$ cat src/rtl/shift_reg_feed_ctrl.sv
// shift_reg_feed_ctrl: sequencer for ROWS shift_reg instances that feed one edge of a systolic array.
// A pass is one parallel LOAD of every row, then LENGTH READ rotations per row, so each row ends
// rotated back to its loaded order.
// Optional feature macro FEED_SKEW_EN:
//   defined   -> row r's READ window starts r cycles after row 0's, giving a diagonal wavefront.
//   undefined -> all rows READ together, as a broadcast feed.
// Ports:
//   clk, reset_n  clock; synchronous active-low reset
//   start         requests a pass; only sampled in IDLE
//   abort         cancels a pass in progress; takes priority over start
//   ready / busy  IDLE / (LOAD, FEED or DONE)
//   ctrl_code     2 bits per row, row r at [2r+1:2r]: 0=UPLOAD (idle), 1=LOAD, 3=READ
//   row_valid     row r's data_read is valid this cycle
//   done          one-cycle pulse when a pass completes
module shift_reg_feed_ctrl #(
  parameter int ROWS   = 4,
  parameter int LENGTH = 4
) (
  input  logic              clk,
  input  logic              reset_n,
  input  logic              start,
  input  logic              abort,
  output logic              ready,
  output logic              busy,
  output logic [2*ROWS-1:0] ctrl_code,
  output logic [ROWS-1:0]   row_valid,
  output logic              done
);

  localparam int CNT_W = $clog2(LENGTH + ROWS);
`ifdef FEED_SKEW_EN
  localparam int FEED_T = LENGTH + ROWS - 1;
`else
  localparam int FEED_T = LENGTH;
`endif
  localparam logic [CNT_W-1:0] CNT_LAST = CNT_W'(FEED_T - 1);

  typedef enum logic [1:0] {
    S_IDLE = 2'd0,
    S_LOAD = 2'd1,
    S_FEED = 2'd2,
    S_DONE = 2'd3
  } state_t;

  state_t           state, state_nxt;
  logic [CNT_W-1:0] cnt, cnt_nxt;
  logic [ROWS-1:0]  row_rd;
  int               cnt_i;

  assign cnt_i = int'(cnt);

  // Which rows are inside their READ window this cycle. Derived from state/cnt
  // only, so it feeds both ctrl_code and the registered row_valid.
  always_comb begin
    row_rd = '0;
    for (int r = 0; r < ROWS; r++) begin
`ifdef FEED_SKEW_EN
      row_rd[r] = (state == S_FEED) && (cnt_i >= r) && (cnt_i <= r + LENGTH - 1);
`else
      row_rd[r] = (state == S_FEED) && (cnt_i <= LENGTH - 1);
`endif
    end
  end

  // State register, feed counter and the valid pipeline stage.
  always_ff @(posedge clk) begin
    if (!reset_n) begin
      state     <= S_IDLE;
      cnt       <= '0;
      row_valid <= '0;
    end else begin
      state     <= state_nxt;
      cnt       <= cnt_nxt;
      // Delayed one cycle to line up with shift_reg's data_read; an abort
      // drops the valid of the READ issued in the aborting cycle as well.
      row_valid <= abort ? '0 : row_rd;
    end
  end

  // Next-state logic.
  always_comb begin
    state_nxt = state;
    cnt_nxt   = cnt;
    case (state)
      S_IDLE: begin
        if (start && !abort) state_nxt = S_LOAD;
      end
      S_LOAD: begin
        cnt_nxt   = '0;
        state_nxt = abort ? S_IDLE : S_FEED;
      end
      S_FEED: begin
        if (abort) begin
          state_nxt = S_IDLE;
          cnt_nxt   = '0;
        end else if (cnt == CNT_LAST) begin
          state_nxt = S_DONE;
          cnt_nxt   = '0;
        end else begin
          cnt_nxt = cnt + CNT_W'(1);
        end
      end
      S_DONE: begin
        // start is deliberately not looked at here; it is taken from IDLE.
        state_nxt = S_IDLE;
      end
      default: begin
        state_nxt = S_IDLE;
        cnt_nxt   = '0;
      end
    endcase
  end

  // Output decode from registers only.
  always_comb begin
    ready     = (state == S_IDLE);
    busy      = (state != S_IDLE);
    done      = (state == S_DONE);
    ctrl_code = '0;
    for (int r = 0; r < ROWS; r++) begin
      if (state == S_LOAD)  ctrl_code[2*r +: 2] = 2'd1;
      else if (row_rd[r])   ctrl_code[2*r +: 2] = 2'd3;
      else                  ctrl_code[2*r +: 2] = 2'd0;
    end
  end

endmodule
$ cat config.mk
export PLATFORM = sky130hd
export DESIGN_NAME = shift_reg_feed_ctrl
export DESIGN_NICKNAME = d
export VERILOG_FILES = /design/src/rtl/shift_reg_feed_ctrl.sv
export SDC_FILE = /design/constraint.sdc
export NUM_CORES = 1
export LEC_CHECK = 0
export CORE_AREA = 2 2 39 41
export CTS_BUF_LIST = sky130_fd_sc_hd__clkbuf_16
export DETAILED_ROUTE_END_ITERATION = 16
export DIE_AREA = 0 0 41 43
export PLACE_DENSITY = 0.63
export SLEW_MARGIN = 5
export SYNTH_ARGS = -nofsm -noshare
export SYNTH_HDL_FRONTEND = slang
export SYNTH_SLANG_ARGS = --single-unit
export TNS_END_PERCENT = 30
$ cat constraint.sdc
create_clock -name clk -period 2.89 [get_ports clk]
set_input_delay 0.4335 -clock clk [delete_from_list [all_inputs] [get_ports clk]]
set_output_delay 0.4335 -clock clk [all_outputs]
set_load 0.005 [all_outputs]
==> summary.md, run 1 <==
| Metric | Value |
|---|---|
| Status | `complete, no violations` |
| Syn-to-layout area delta | `48.0%` |
| Final WS setup | `0.675 ns` |
| Cell Chain, Critical Path | `inv_1 -> ha_1 -> nor2b_1 -> o21ai_1 -> nor2_1 -> clkdlybuf4s50_1` |
| Setup TNS Final | `0 ns` |
| Number of H-tree levels | `1` |
| Die Height | `43 um` |
| CTS resizes | `0` |
| Die area | `0.00176 mm^2` |
| Worst EP arrival | `1.78 ns` |
| Reg2reg setup slack | `1.53 ns` |
| Ports | `19` |
| Post-synth EDFFs | `0` |
| Async S/R FF share, synth | `0%` |
| Post-Route WL | `slightly above 800 um` |
| Top FF cell, synth | `dfxtp_1` |
| Peak VDD IR | `~0.36 mV` |
| Clock sink count | `6` |
| DP HPWL | `about 670 um` |
| Layout Skew | `roughly 0.0047 ns` |
| Core area | `0.00138 mm^2` |
| Die X | `about 40 um` |
| Seq/Total Area, Yosys | `27.7%` |
| Max Freq | `452 MHz` |
| Worst-Skew Late Latency | `0.23 ns` |
| Final Hold Fails | `0` |
| CTS Hold Bufs | `0` |
| Commonest cells after routing, fill and taps aside | `18 x clkdlybuf4s50_1, 6 x nand2b_1, 6 x dfxtp_1, 5 x ha_1` |
| Commonest non-fill, non-tap cell in the layout | `clkdlybuf4s50_1` |
| YS warnings | `0` |
| Final setup viols | `0` |
| First-pass GRT wire length | `1320 um` |
| Share of layout cells above drive strength 1 | `between 10% and 20%` |
| Drt wl/cell | `roughly 11 um` |
| Ant diodes | `0` |
| Number of CTS-inserted buffers | `3` |
| Congestion Overflow GR | `0` |
| Antenna violations before repair | `0` |
| Mapped Avg Cell Area | `about 9.0 um^2` |
| ANT nets after route | `0` |
| Root Driver | `clkbuf_16` |
| Synthesized cell area | `between 400 and 500 um^2` |
| Critical path's largest stage delay | `~0.54 ns` |
| Slew margin rel. | `85.9%` |
| Vias | `between 300 and 400` |
| Gr usage total | `11.9%` |
| Vias per cell | `between 4 and 5` |
| Post-CTS Repair Setup Buffers | `0` |
| Syn nets | `57` |
| Final Wtd Congestion | `0.716` |
| Dpl ws | `0.889 ns` |
| Detailed Route Iter0 Violations | `1` |
| Post-route DRC | `0` |
| Number of port buffers | `18` |
| Worst EP required | `2.46 ns` |
| Syn Inst Count | `48` |
| Slew Viols, Final | `0` |
| Vias in the first global route | `about 320` |
| Clk buf depth | `2` |
| Slowest CP cell | `clkdlybuf4s50_1` |
| CP Max Fanout | `4` |
| Min-Delay Path Class | `flop to flop` |
| Pwr Total | `399 uW` |
| TritonCTS clock tree | `done` |
| Startpoint types | `flop` |
| Pwr/cell area | `623 mW/mm^2` |
| Min Tclk post-route | `roughly 2.2 ns` |
| Critical path class | `flop to output port` |
| 1st-pass router iterations | `4` |
| Largest net degree at the start of global routing | `7` |
| Least-Margin Pin Slew | `~0.21 ns` |
| Row cnt | `14` |
| CP Capture Type | `output port` |
| Post-route clock period utilization | `roughly 77%` |
| RSZ-0062 raised after global routing | `false` |
| Number of synthesized register bits | `6` |
| CTS clk-pin slew, worst paths | `0.04 ns` |
| Unique masters post-synth | `19` |
| Max-cap check violation count | `0` |
| Initial Util | `a little under a third` |
| Leak pwr | `0.250 nW` |
| Nets | `between 70 and 80` |
-- worst max-delay path, delay by kind of cell (launching register included) --
kind | cells | cell delay [ns]
buf+inv | 2 | 0.62
fa+ha+maj | 1 | 0.18
compound gates | 1 | 0.10
flops | 1 | 0.33
simple gates | 2 | 0.33
-- metrics by stage --
step / utilization [%] / hold slack, ns / std cells / area (um^2)
after floorplan: - / 0.420 / 48 / 433
after global placement: 40.9 / 0.457 / 73 / 566
after detailed placement: 40.9 / 0.469 / 73 / 566
after CTS: 46.3 / 0.490 / 76 / 641
after global routing: 46.3 / 0.513 / 76 / 641
final: 46.3 / 0.486 / 76 / 641
-- synthesized netlist by cell type (2+ instances only) --
cell type  number  area, um^2
ha_1            5        62.6
nand2b_1        6        37.5
inv_1           3        11.3
dfxtp_1         6         120
a21boi_1        2        15.0
nand2_1         3        11.3
buf_4           9        67.6
nor2_1          3        11.3
-- cell families after synthesis --
| group | after synthesis | synth area share [%] |
|---|---|---|
| buffers and inverters | 12 | 18.2 |
| flip-flops | 6 | 27.7 |
| AND/OR/NAND/NOR | 17 | 23.7 |
| adder cells (fa/ha/maj) | 5 | 14.5 |
| AO/OA/AOI/OAI | 8 | 15.9 |
-- registers in the layout, summed over array words and instances, names as in the netlist --
| name | cells |
|---|---|
| state | 2 |
| cnt | 3 |
| row_valid | 1 |
-- metal layers --
| metal | vias to the layer above | part of all wire, % | track usage, % |
|---|---|---|---|
| met3 | 2 | 6.7 | 4.71 |
| met1 | 153 | 38 | 11.9 |
| met2 | 17 | 53 | 18.8 |
| li1 | 175 | - | - |
| met4 | 0 | 2.4 | 8.00 |
| met5 | - | 0 | 0 |
-- worst paths after layout --
kind / from / end / depth (start not counted)
worst max-delay path: state[0] / ctrl_code[1] / 6
worst min-delay path: cnt[2] / cnt[2] / 2
worst max register to register: state[0] / state[1] / 5
worst min register to register: cnt[2] / cnt[2] / 2
-- where the power goes --
part | leakage (nW) | total (mW) | internal [mW] | switching, mW
registers | 0.0486 | 0.0901 | 0.0867 | 0.00338
clock network | 0.0370 | 0.227 | 0.178 | 0.0490
logic | 0.165 | 0.0822 | 0.0511 | 0.0312
-- cell type report --
| cell class | instances | area [um^2] |
|---|---|---|
| clock buffer | 3 | 75.1 |
| timing repair buffer | 18 | 180 |
| fill | 129 | 743 |
| tap | 16 | 20.0 |
| multi-input combinational | 30 | 234 |
| sequential | 6 | 120 |
| inverter | 3 | 11.3 |
No activity file was read; power rests on OpenSTA's default activity.
==> inputs of run 2 (changes only) <==
--- a/config.mk
+++ b/config.mk
@@ -9,7 +9,7 @@
 export CTS_BUF_LIST = sky130_fd_sc_hd__clkbuf_16
 export DETAILED_ROUTE_END_ITERATION = 16
 export DIE_AREA = 0 0 41 43
-export PLACE_DENSITY = 0.63
+export PLACE_DENSITY = 0.65
 export SLEW_MARGIN = 5
 export SYNTH_ARGS = -nofsm -noshare
 export SYNTH_HDL_FRONTEND = slang
==> constraint.sdc (replaced) <==
create_clock -name clk -period 1.8 [get_ports clk]
set_input_delay 0.27 -clock clk [delete_from_list [all_inputs] [get_ports clk]]
set_output_delay 0.27 -clock clk [all_outputs]
set_load 0.005 [all_outputs]
==> run 2 against run 1 <==
Net effect:
- via count increased by 5.5%
- worst setup slack got worse by 0.59 ns
- hold slack got worse by 0.027 ns
- largest cell class unchanged
- sequential power increased by 59%
- wire length increased by 5.1%
- total power increased by 59%
- utilization increased by 1.3 points
- register-to-register slack got worse by 1.1 ns
- critical path depth decreased by 2
- clock power increased by 59%
- clock-buffer cell count unchanged
==> summary.md, run 2 (synthesis gave the netlist of run 1 again) <==
| Metric | Value |
|---|---|
| Final Cell Area | `658 um^2 (was 641 um^2)` |
| Ports | `19 (unchanged)` |
| Worst-Skew Late Latency | `0.23 ns (about the same)` |
| Post-route clock period utilization | `between 90% and 100%` |
| Commonest non-fill, non-tap cell in the layout | `clkdlybuf4s50_1 (unchanged)` |
| CTS Hold Bufs | `0 (unchanged)` |
| Critical path class | `flop to output port (unchanged)` |
| Slew margin rel. | `85.2% (was 85.9%)` |
| Clock sink count | `6 (unchanged)` |
| 1st-pass router iterations | `3 (was 4)` |
| Final Hold Fails | `0 (unchanged)` |
| Final WS setup | `0.0885 ns (was 0.675 ns)` |
| First-pass GRT wire length | `1320 um (about the same)` |
| Layout Skew | `0.00369 ns (was 0.00469 ns)` |
| RSZ-0062 raised after global routing | `false (unchanged)` |
| Peak VDD IR | `0.369 mV (was 0.358 mV)` |
| Max Freq | `584 MHz` |
| Die area | `0.00176 mm^2 (unchanged)` |
| TritonCTS clock tree | `done (unchanged)` |
| Die X | `41 um (unchanged)` |
| Row cnt | `14 (unchanged)` |
| Largest net degree at the start of global routing | `7 (unchanged)` |
| Seq pwr share | `22.5% (was 22.6%)` |
| Reg2reg start | `state[0] (unchanged)` |
| Dpl ws | `-0.0393 ns (was 0.889 ns)` |
| Status | `complete, no violations (unchanged)` |
| Root Driver | `clkbuf_16 (unchanged)` |
| CTS clk-pin slew, worst paths | `0.04 ns (about the same)` |
| Fin cells | `78 (was 76)` |
| CP Max Fanout | `5 (was 4)` |
| Post-route DRC | `0 (unchanged)` |
| Die Height | `43 um (unchanged)` |
| Slew Viols, Final | `0 (unchanged)` |
| Number of H-tree levels | `1 (unchanged)` |
| Congestion Overflow GR | `0 (unchanged)` |
| Detailed Route Iter0 Violations | `3 (was 1)` |
| Pwr Total | `635 uW (was 399 uW)` |
| Core area | `0.00138 mm^2 (unchanged)` |
| Clk buf depth | `2 (unchanged)` |
| Post-DP Area | `581 um^2 (was 566 um^2)` |
| Vias | `366 (was 347)` |
| Min Tclk post-route | `about 1.7 ns` |
| Post-Route WL | `866 um (was 824 um)` |
| Least-Margin Pin Slew | `0.222 ns (was 0.211 ns)` |
| Clock Power Share | `57.1% (was 56.8%)` |
| Antenna violations before repair | `0 (unchanged)` |
| Commonest cells after routing, fill and taps aside | `10 x clkdlybuf4s50_1, 8 x dlygate4sd2_1, 6 x nand2b_1, 5 x dfxtp_1, 4 x ha_1 (was 18 x clkdlybuf4s50_1, 6 x nand2b_1, 6 x dfxtp_1, 5 x ha_1)` |
| Gate power share | `20.4% (was 20.6%)` |
| Final Wtd Congestion | `0.711 (was 0.716)` |
| Grt peak-use layer | `met2 (unchanged)` |
| Top Registers | `cnt: 3 flops, state: 2 flops, row_valid: 1 flops (unchanged)` |
| Sw frac | `21.4% (was 20.9%)` |
| Hold Path Sink | `cnt[2] (unchanged)` |
| Gr usage total | `12.3% (was 11.9%)` |
| Ant diodes | `0 (unchanged)` |
| Met2 Track Usage GR | `19.1% (was 18.8%)` |
| Startpoint types | `flop (unchanged)` |
| Worst EP arrival | `1.44 ns (was 1.78 ns)` |
| Final setup viols | `0 (unchanged)` |
| Min-Delay Path Class | `flop to flop (unchanged)` |
| Switching power | `136 uW (was 83.5 uW)` |
| Drt wl/cell | `11.1 um (was 10.8 um)` |
| FF-to-FF End | `state[1] (unchanged)` |
| ANT nets after route | `0 (unchanged)` |
| Vias per cell | `4.69 (was 4.57)` |
| Share of layout cells above drive strength 1 | `22.6% (was 11.7%)` |
| DP HPWL | `641 um (was 670 um)` |
| Top reg by flops | `cnt (unchanged)` |
| Placed cell count | `75 (was 73)` |
| Number of CTS-inserted buffers | `3 (unchanged)` |
| Vias in the first global route | `318 (was 316)` |
| Reg2reg setup slack | `0.41 ns (was 1.53 ns)` |
| P_int | `499 uW (was 316 uW)` |
| Number of port buffers | `18 (unchanged)` |
| Met1 GRT Util | `11.0% (was 11.9%)` |
| Leak pwr | `0.291 nW (was 0.250 nW)` |
| Worst EP required | `1.53 ns (was 2.46 ns)` |
| Initial Util | `31.3% (unchanged)` |
| Syn-to-layout area delta | `52.0% (was 48.0%)` |
| FF-to-FF path depth | `6 (was 5)` |
| Hold path start | `cnt[2] (unchanged)` |
| Max reg flops | `3 (unchanged)` |
| Hold depth | `2 (unchanged)` |
| Max-cap check violation count | `0 (unchanged)` |
| Pwr/cell area | `964 mW/mm^2 (was 623 mW/mm^2)` |
| Nets | `73 (was 71)` |
| Met3 GRT Util | `4.71% (unchanged)` |
| CP Capture Type | `output port (unchanged)` |
-- run 2: changes by cell type in the layout (fill, tap and decap cells not counted) --
cell,delta
clkdlybuf4s50_1,-8
nor2_2,+1
dfxtp_2,+1
ha_1,-1
o21ai_2,+1
ha_2,+1
nor2_1,-1
dlygate4sd2_1,+8
dfxtp_1,-1
buf_4,+2
o21ai_1,-1
nor2b_1,-1
nor2b_2,+1
-- run 2: repair_timing --
item,4_1_cts,5_1_grt
setup endpoints to repair,8,0
setup buffers,0,0
resized for setup,13,0
-- run 2: cell type report --
type / instances / area [um^2]
flip-flops and latches: 6 / 121
clock buffers: 3 / 75.1
repair buffers: 20 / 185
inverters: 3 / 11.3
multi-input cells: 30 / 245
fillers: 129 / 726
well taps: 16 / 20.0
-- run 2: worst max-delay path, cell delays in order, from the launching register on --
cell and delay [ns]:
dfxtp_2 0.35, inv_1 0.06, ha_1 0.24, inv_1 0.08, clkdlybuf4s50_1 0.49
-- run 2: how the worst max path moves through the flow --
stage | startpoint | end | slack, ns | depth (start not counted)
global route | state[0] | ctrl_code[7] | 0.001 | 6
CTS | state[1] | busy | 0.08 | 4
finish | state[1] | busy | 0.09 | 4
global placement | state[1] | ctrl_code[5] | -0.002 | 5
floorplan | state[0] | ctrl_code[2] | 0.39 | 6
detailed placement | state[1] | ctrl_code[1] | -0.04 | 5
-- run 2: metal layers --
layer	wire length, um	share of wire [%]
met1	338	39
met2	433	50
met3	79	9.1
met4	14	1.6
met5	0	0
-- run 2: power groups by stage --
stage                     clock [mW]  sequential (mW)  combinational (mW)
after floorplan                    0            0.146              0.0783
after global placement             0            0.144               0.143
after detailed placement           0            0.144               0.143
after CTS                      0.371            0.142               0.131
after global routing           0.373            0.143               0.141
final                          0.362            0.143               0.130
-- run 2: per-stage QoR --
| step | util (%) | setup TNS (ns) | hold WS (ns) |
|---|---|---|---|
| 2_1_floorplan | - | 0 | 0.393 |
| 3_3_place_gp | 42.0 | -0.00183 | 0.434 |
| 3_5_place_dp | 42.0 | -0.145 | 0.444 |
| 4_1_cts | 47.6 | 0 | 0.462 |
| 5_1_grt | 47.6 | 0 | 0.482 |
| 6_report | 47.6 | 0 | 0.458 |
==> inputs of run 3 (changes only) <==
--- a/config.mk
+++ b/config.mk
@@ -5,11 +5,11 @@
 export SDC_FILE = /design/constraint.sdc
 export NUM_CORES = 1
 export LEC_CHECK = 0
-export CORE_AREA = 2 2 39 41
+export CORE_MARGIN = 1.5
+export CORE_UTILIZATION = 32
 export CTS_BUF_LIST = sky130_fd_sc_hd__clkbuf_16
 export DETAILED_ROUTE_END_ITERATION = 16
-export DIE_AREA = 0 0 41 43
-export PLACE_DENSITY = 0.65
+export PLACE_DENSITY = 0.64
 export SLEW_MARGIN = 5
 export SYNTH_ARGS = -nofsm -noshare
 export SYNTH_HDL_FRONTEND = slang
==> run 3 against run 2 <==
Net effect:
- die area decreased by 10%
- first-iteration DRC count increased by 33%
- fmax increased by 0.69%
==> summary.md, run 3 (synthesis gave the netlist of run 1 again) <==
| Metric | Value |
|---|---|
| Number of CTS-inserted buffers | `3 (unchanged)` |
| Multi-input combinational cell area | `243 um^2 (was 245 um^2)` |
| Die area | `0.00158 mm^2 (was 0.00176 mm^2)` |
| Antenna violations before repair | `0 (unchanged)` |
| CP Capture Type | `output port (unchanged)` |
| Seq pwr share | `22.5% (about the same)` |
| Clock sink count | `6 (unchanged)` |
| ANT nets after route | `0 (unchanged)` |
| Hold depth | `2 (unchanged)` |
| Setup TNS Final | `0 ns (unchanged)` |
| Layout Skew | `0.00294 ns (was 0.00369 ns)` |
| Worst EP arrival | `1.43 ns (was 1.44 ns)` |
| Commonest non-fill, non-tap cell in the layout | `clkdlybuf4s50_1 (unchanged)` |
| Row cnt | `13 (was 14)` |
| Fillers | `127 (was 129)` |
| CTS Hold Bufs | `0 (unchanged)` |
| Commonest cells after routing, fill and taps aside | `10 x clkdlybuf4s50_1, 7 x dlygate4sd2_1, 6 x nand2b_1, 5 x ha_1, 5 x dfxtp_1 (was 10 x clkdlybuf4s50_1, 8 x dlygate4sd2_1, 6 x nand2b_1, 5 x dfxtp_1, 4 x ha_1)` |
| Final Wtd Congestion | `0.753 (was 0.711)` |
| Leak pwr | `0.292 nW (was 0.291 nW)` |
| Drt wl/cell | `11.3 um (was 11.1 um)` |
| Root Driver | `clkbuf_16 (unchanged)` |
| Final setup viols | `0 (unchanged)` |
| Ant diodes | `0 (unchanged)` |
| Post-route clock period utilization | `94.4% (was 95.1%)` |
| Vias per cell | `4.68 (was 4.69)` |
| RSZ-0062 raised after global routing | `true (was false)` |
| Number of port buffers | `18 (unchanged)` |
| Least-Margin Pin Slew | `0.196 ns (was 0.222 ns)` |
| Max reg flops | `3 (unchanged)` |
| Detailed Route Iter0 Violations | `4 (was 3)` |
| Sw frac | `21.1% (was 21.4%)` |
| First-pass GRT wire length | `1280 um (was 1320 um)` |
| Top Registers | `cnt: 3 flops, state: 2 flops, row_valid: 1 flops (unchanged)` |
| Pwr/cell area | `966 mW/mm^2 (was 964 mW/mm^2)` |
| Vias | `360 (was 366)` |
| Number of H-tree levels | `1 (unchanged)` |
| Nets | `73 (unchanged)` |
| Hold path start | `cnt[2] (unchanged)` |
| FF-to-FF path depth | `6 (unchanged)` |
| Gr usage total | `13.9% (was 12.3%)` |
| Syn-to-layout area delta | `51.4% (was 52.0%)` |
| Crit path from | `state[1] (unchanged)` |
| Top reg by flops | `cnt (unchanged)` |
| Post-route DRC | `0 (unchanged)` |
| Max Freq | `588 MHz (was 584 MHz)` |
| DP HPWL | `662 um (was 641 um)` |
| Die Height | `39.8 um (was 43 um)` |
| Largest net degree at the start of global routing | `7 (unchanged)` |
| Reg2reg start | `state[0] (unchanged)` |
| Die X | `39.8 um (was 41 um)` |
| Ports | `19 (unchanged)` |
| Clk buf depth | `2 (unchanged)` |
| Hold_ws | `0.476 ns (was 0.458 ns)` |
| Startpoint types | `flop (unchanged)` |
| CP Max Fanout | `5 (unchanged)` |
| Worst-Skew Late Latency | `0.23 ns (about the same)` |
| TritonCTS clock tree | `done (unchanged)` |
| Final core utilization | `51.0% (was 47.6%)` |
| Post-Route WL | `868 um (was 866 um)` |
| Post-CTS Repair Setup Buffers | `0 (unchanged)` |
| Slew margin rel. | `86.9% (was 85.2%)` |
| Initial Util | `33.7% (was 31.3%)` |
| Critical path class | `flop to output port (unchanged)` |
| Vias in the first global route | `299 (was 318)` |
| Max-cap check violation count | `0 (unchanged)` |
| Status | `complete, no violations (unchanged)` |
| Register area | `121 um^2 (unchanged)` |
| Min Tclk post-route | `1.70 ns (was 1.71 ns)` |
| Switching power | `134 uW (was 136 uW)` |
| Share of layout cells above drive strength 1 | `21.0% (was 22.6%)` |
| P_int | `499 uW (about the same)` |
| 1st-pass router iterations | `4 (was 3)` |
| Slew Viols, Final | `0 (unchanged)` |
| Min-Delay Path Class | `flop to flop (unchanged)` |
| Pwr Total | `633 uW (was 635 uW)` |
| Peak VDD IR | `0.707 mV (was 0.369 mV)` |
| Core area | `0.00128 mm^2 (was 0.00138 mm^2)` |
| CTS clk-pin slew, worst paths | `0.03 ns (was 0.04 ns)` |
| Reg2reg setup slack | `0.40 ns (was 0.41 ns)` |
| Worst EP required | `1.53 ns (about the same)` |
| Gate power share | `20.5% (was 20.4%)` |
| Congestion Overflow GR | `0 (unchanged)` |
| Clock Power Share | `57.1% (about the same)` |
| Final Hold Fails | `0 (unchanged)` |
run 3: changes by cell type in the layout (fill, tap and decap cells not counted):
cell	delta
clkdlybuf4s15_1	+1
dlygate4sd2_1	-1
ha_1	+1
ha_2	-1
run 3: critical path, cell delays in order (launching register included):
cell,delay (ns)
dfxtp_2,0.34
inv_1,0.06
ha_1,0.24
inv_1,0.07
clkdlybuf4s50_1,0.49
run 3: layout make-up:
cell class / count / area share (%)
multi-input cells: 30 / 37.0
repair buffers: 20 / 28.4
flip-flops and latches: 6 / 18.5
well taps: 15 / 2.86
clock buffers: 3 / 11.5
inverters: 3 / 1.72
run 3: repair_timing:
| item | in CTS | in global routing |
|---|---|---|
| gates resized for setup | 12 | 1 |
| cloned | 0 | 0 |
| setup endpoints to repair | 8 | 3 |
run 3: power groups by stage:
stage          clock network, mW  logic, mW  registers [mW]
4_1_cts                    0.367      0.130           0.142
2_1_floorplan                  0     0.0783           0.146
3_3_place_gp                   0      0.143           0.144
5_1_grt                    0.380      0.145           0.143
3_5_place_dp                   0      0.143           0.144
6_report                   0.361      0.130           0.142
run 3: final timing paths:
kind,to
setup reg to reg,state[1]
setup / recovery,busy
hold reg to reg,cnt[2]
hold / removal,cnt[2]
run 3: metal layers:
metal / wire length [um] / share of wire, % / up-vias / GRT usage, %
met5: 0 / 0 / - / 0
met4: 19 / 2.2 / 0 / 10.3
met3: 55 / 6.3 / 3 / 6.82
met2: 434 / 50 / 17 / 22.1
met1: 357 / 41 / 159 / 13.7
li1: - / - / 181 / -
run 3: through the flow:
step | cell area [um^2] | instances | worst slack, ns
after CTS | 654 | 77 | 0.0939
final | 656 | 77 | 0.100
after global routing | 656 | 77 | -0.00606
after global placement | 579 | 74 | 0.0622
after floorplan | 433 | 48 | 0.393
after detailed placement | 579 | 74 | -0.0111
